### config.mk
export PLATFORM = sky130hd
export DESIGN_NAME = vend_ctrl
export DESIGN_NICKNAME = d
export VERILOG_FILES = /design/src/rtl/vend_pkg.sv /design/src/rtl/vend_stock_bank.sv /design/src/rtl/vend_ctrl.sv
export SDC_FILE = /design/constraint.sdc
export NUM_CORES = 1
export LEC_CHECK = 0
export ABC_CLOCK_PERIOD_IN_PS = 4000
export BUFFER_PORTS_ARGS = -buffer_cell sky130_fd_sc_hd__buf_4
export CAP_MARGIN = 20
export CORE_ASPECT_RATIO = 0.7
export CORE_MARGIN = 5
export CORE_UTILIZATION = 52
export DETAILED_ROUTE_END_ITERATION = 6
export PLACE_DENSITY = 0.78
export SKIP_LAST_GASP = 1
export SLEW_MARGIN = 30
export SYNTH_ARGS = -nofsm -noshare
export SYNTH_HDL_FRONTEND = slang
export SYNTH_HIERARCHICAL = 1
export SYNTH_SLANG_ARGS = --single-unit
### constraint.sdc
create_clock -name clk -period 4 [get_ports clk]
set_input_delay 0.6 -clock clk [delete_from_list [all_inputs] [get_ports clk]]
set_output_delay 0.6 -clock clk [all_outputs]
set_load 0.01 [all_outputs]
### src/rtl/vend_pkg.sv
// vend_pkg: coin codes, FSM states and change-output width shared by the vending controller.
package vend_pkg;
  localparam logic [1:0] COIN_NONE = 2'd0, COIN_HALF = 2'd1, COIN_ONE = 2'd2, COIN_CANCEL = 2'd3;
  localparam int BACK_W = 2;
  typedef enum logic [1:0] {IDLE, CREDIT, VEND, CHANGE} state_t;
endpackage

### src/rtl/vend_stock_bank.sv
// vend_stock_bank: per-item stock counters with vend decrement and restock (restock wins on a tie).
module vend_stock_bank #(
  parameter int N_ITEMS = 4,
  parameter int SEL_W = 2,
  parameter int STOCK_MAX = 3,
  parameter int STOCK_W = 2
) (
  input  logic               clk,
  input  logic               reset,
  input  logic               dec,
  input  logic [SEL_W-1:0]   dec_id,
  input  logic               restock,
  input  logic [SEL_W-1:0]   restock_id,
  output logic [N_ITEMS-1:0] sold_out,
  output logic [N_ITEMS-1:0] nz
);
  for (genvar i = 0; i < N_ITEMS; i++) begin : g_item
    logic [STOCK_W-1:0] stock;
    always_ff @(posedge clk or negedge reset)
      if (!reset) stock <= STOCK_W'(STOCK_MAX);
      else if (restock && restock_id == SEL_W'(i)) stock <= STOCK_W'(STOCK_MAX);
      else if (dec && dec_id == SEL_W'(i)) stock <= stock - 1'b1;
    assign nz[i] = stock != '0;
    assign sold_out[i] = ~nz[i];
  end
endmodule

### src/rtl/vend_ctrl.sv
// vend_ctrl: multi-item vending FSM with saturating credit, stock checks and multi-cycle change payout.
module vend_ctrl import vend_pkg::*; #(
  parameter int N_ITEMS = 4,
  parameter int SEL_W = 2,
  parameter int PRICE_W = 4,
  parameter int CREDIT_W = 4,
  parameter int MAX_CREDIT = 15,
  parameter int STOCK_MAX = 3,
  parameter int STOCK_W = 2
) (
  input  logic                       clk,
  input  logic                       reset,
  input  logic [1:0]                 coin,
  input  logic                       sel_valid,
  input  logic [SEL_W-1:0]           sel,
  input  logic                       restock,
  input  logic [SEL_W-1:0]           restock_id,
  input  logic [N_ITEMS*PRICE_W-1:0] prices,
  output logic                       drink,
  output logic [SEL_W-1:0]           drink_id,
  output logic [BACK_W-1:0]          back,
  output logic                       coin_reject,
  output logic                       busy,
  output logic [CREDIT_W-1:0]        credit,
  output logic [N_ITEMS-1:0]         sold_out
);
  localparam int EW = CREDIT_W + 1;
  typedef logic [EW-1:0] ext_t;
  state_t state;
  logic [N_ITEMS-1:0] nz;
  logic [PRICE_W-1:0] price;
  logic [BACK_W-1:0] pay;
  ext_t sum, eff, pr;
  logic idle, coin_val, accept, cancel, ok, pay_go;
  assign idle = state == IDLE || state == CREDIT;
  assign coin_val = coin == COIN_HALF || coin == COIN_ONE;
  assign sum = ext_t'(credit) + ext_t'(coin_val ? coin : COIN_NONE);
  assign accept = coin_val && sum <= ext_t'(MAX_CREDIT);
  assign eff = accept ? sum : ext_t'(credit);
  assign price = prices[int'(sel)*PRICE_W +: PRICE_W];
  assign pr = ext_t'(price);
  assign cancel = state == CREDIT && coin == COIN_CANCEL;
  assign ok = idle && !cancel && sel_valid && int'(sel) < N_ITEMS && price != '0 && nz[sel] && eff >= pr;
  // Leaving VEND or continuing CHANGE with credit left pays the next chunk on this edge
  assign pay_go = cancel || (!idle && credit != '0);
  assign pay = credit > CREDIT_W'(1) ? BACK_W'(2) : BACK_W'(credit);
  vend_stock_bank #(
    .N_ITEMS(N_ITEMS), .SEL_W(SEL_W), .STOCK_MAX(STOCK_MAX), .STOCK_W(STOCK_W)
  ) u_stock (
    .clk(clk), .reset(reset), .dec(ok), .dec_id(sel),
    .restock(restock), .restock_id(restock_id), .sold_out(sold_out), .nz(nz)
  );
  always_ff @(posedge clk or negedge reset)
    if (!reset) begin
      state <= IDLE;
      credit <= '0;
      drink <= 1'b0;
      drink_id <= '0;
      back <= '0;
      coin_reject <= 1'b0;
      busy <= 1'b0;
    end else begin
      drink <= ok;
      coin_reject <= coin_val && (!idle || !accept);
      busy <= ok || pay_go;
      back <= '0;
      if (ok) begin
        drink_id <= sel;
        credit <= CREDIT_W'(eff - pr);
        state <= VEND;
      end else if (pay_go) begin
        back <= pay;
        credit <= credit - CREDIT_W'(pay);
        state <= CHANGE;
      end else if (idle) begin
        credit <= CREDIT_W'(eff);
        state <= eff != '0 ? CREDIT : IDLE;
      end else state <= IDLE;
    end
endmodule

==> results.cfg <==
[power]
p_switching_uw = 431
p_comb_share_pct = 51.1
p_leak_uw = 0.00101
clockPowerShare_pct = 17.6
internal_power_uw = 716
irDropWorstVdd_mv = 0.241
p_total_uw = 1150
pwr-share-seq_pct = 31.2
powerDensity_nw_per_um2 = 590
switching_share_pct = 37.6

[placed_design]
post-place-cells = 222
place_hpwl_mm = 2.98
portBuffers = 40
gp_congestion = 0.877

[clock_network]
h-tree-depth = 1
hold_buffers = 0
cts_sinks = 20
clockBufferDepth = 2
cts_setup_buffers = 0
cts_buffers = 3
post_cts_resize_count = 0
clock_latency_ps = 260
clockRootBuffer = clkbuf_8
clkTransAtPathRegs_ps = 80
cts_tree = done

[final_layout]
finalCoreUtilization_pct = 69.4
mostFrequentLayoutCells = buf_4 (43), inv_1 (21), ha_1 (14), dfrtp_1 (12)
finalNonFillerCells = 226
n_antenna_cell = 0
layout_commonest_cell = buf_4
areaGrowthSynthToFinish_pct = 27.3
nNetsFinal = 233
drive_gt1_share_pct = 35.8

[synthesis]
synth_edf_count = 0
ys_seq_area_share_pct = 33.4
yosysUniqueCellTypes = 44
synth.avg_cell_area_sq_um = 10.4
async_flop_share_pct = 100
netlist_area_sq_um = 1530
syn-instance-count = 147
synth_seq_cells = 20
syn_nets = 189
synth_warnings = 6
ys.flop_type = dfrtp_1

[die]
die_x_um = 74.8
num_rows = 16
fp.coreArea_sq_um = 2800
start_util_pct = 54.5
die_y_um = 55.4
pin_count = 41
dieArea_sq_um = 4140

[drt]
drt-initial-drc-count = 86
drt_first_pass_iters = 4
viasPerCell = 5.67
route.detailed.drc = 0
routed-via-count = 1281
antenna_left = 0
postRouteWirelength_mm = 3.64
wl_per_cell_um = 16.1

[setup_path]
required_ps = 4190
setup.worst_path.class = input port to flop
path_max_fanout = 5
end_kind = flop
critPathLaunchType = input port
arrival_ps = 3890
reg2reg_slack_ps = 450
reg2reg_depth = 14
r2r-end = u_stock/g_item[0].stock[0]
rr_startpoint = credit[0]

[sta]
setup_tns_ps = 0
worst_slew_pin_slew_ps = 645
fin_skew_ps = 2.42
maxSlewViolCount = 0
hold_viol_final = 0
rsz0062_at_grt = false
period_share_pct = 92.4
max_freq_ghz = 0.271
setup_violations = 0
hold_ws_ps = 205
post-route-min-period_ps = 3700
slew_headroom_pct = 57.0

[global_routing]
grt_usage_pct = 18.8
grt_max_degree = 21
antenna_found_initial = 0
overflow = 0
grt_pass1_wl_mm = 6.07
grt_pass1_vias = 1338

[outcome]
outcome = complete, no violations

[run]
drv_cap = 0

[hold_path]
hp-class = input port to async pin
==> stage by stage <==
stage          worst slack [ps]  area, sq um
4_1_cts                     329         1940
2_1_floorplan               338         1530
6_report                    304         1940
3_5_place_dp               86.1         1870
3_3_place_gp                227         1870
5_1_grt                     164         1940
==> synth_stat cells, drive strengths merged (3+ instances only) <==
cell type / n / area, sq um
nand3b: 5 / 50.1
a21oi: 3 / 15.0
ha: 14 / 175
mux4: 5 / 124
o211ai: 3 / 22.5
o21ai: 7 / 35.0
clkbuf: 3 / 11.3
inv: 22 / 85.1
nor2: 5 / 18.8
mux2i: 4 / 40.0
a31oi: 3 / 18.8
nand2: 8 / 30.0
mux2: 5 / 60.1
dfstp: 8 / 210
xnor2: 5 / 51.3
nand3: 4 / 20.0
dfrtp: 12 / 300
==> logic make-up (layout without fill, tap and decap cells) <==
| group | count (synthesis) | after routing | share of synthesized area (%) |
|---|---|---|---|
| buffers and inverters | 26 | 69 | 7.04 |
| other | 1 | 1 | 0.245 |
| adder cells (fa/ha/maj) | 16 | 16 | 14.1 |
| flip-flops | 20 | 20 | 33.4 |
| AND/OR/NAND/NOR | 37 | 37 | 15.2 |
| AO/OA/AOI/OAI | 26 | 26 | 10.9 |
| XOR/XNOR | 7 | 7 | 4.50 |
| multiplexers | 14 | 14 | 14.7 |
==> metal layers <==
metal / wire (um) / global-route usage [%] / vias up
met4: 59 / 6.60 / 0
met5: 0 / 0 / -
li1: - / - / 603
met1: 1460 / 24.1 / 599
met3: 320 / 4.53 / 11
met2: 1810 / 30.7 / 68
==> critical path, cell delays in order <==
cell	delay (ps)
buf_4	120
ha_1	190
ha_1	210
fa_1	430
a2111oi_0	410
buf_4	190
xnor2_1	130
inv_1	70
ha_1	310
o21ai_0	90
o21bai_1	260
nand3b_4	170
inv_4	90
or3b_4	400
xnor2_2	160
nand2_1	70
==> state kept, by name, indices dropped and copies added (netlist names) <==
| signal | count |
|---|---|
| state | 1 |
| credit | 4 |
| busy | 1 |
| drink | 1 |
| drink_id | 2 |
| u_stock/g_item.stock | 8 |
| coin_reject | 1 |
| back | 2 |
==> power by group through the flow <==
stage | Combinational (uW) | Clock, uW | Sequential [uW]
2_1_floorplan | 388 | 0 | 352
3_3_place_gp | 553 | 0 | 357
3_5_place_dp | 583 | 0 | 362
4_1_cts | 590 | 206 | 359
5_1_grt | 654 | 217 | 368
6_report | 586 | 202 | 358
==> layout make-up <==
class	count	area (sq um)
multi-input combinational	101	910
clock buffer	3	41.3
tap	36	45.0
fill	222	858
clock inverter	1	30.0
timing repair buffer	43	323
sequential	20	510
inverter	22	85.1
==> how the worst max path moves through the flow <==
stage / from / endpoint / slack (ps) / cells after the start
global route: coin[0] / u_stock/g_item[0].stock[0] / 160 / 16
floorplan: coin[1] / u_stock/g_item[0].stock[0] / 340 / 15
global placement: coin[0] / u_stock/g_item[2].stock[0] / 230 / 16
finish: coin[0] / u_stock/g_item[0].stock[0] / 300 / 16
CTS: coin[0] / u_stock/g_item[0].stock[0] / 330 / 16
detailed placement: coin[0] / u_stock/g_item[0].stock[0] / 90 / 16
Note: power is estimated with default switching activity, not from simulation.
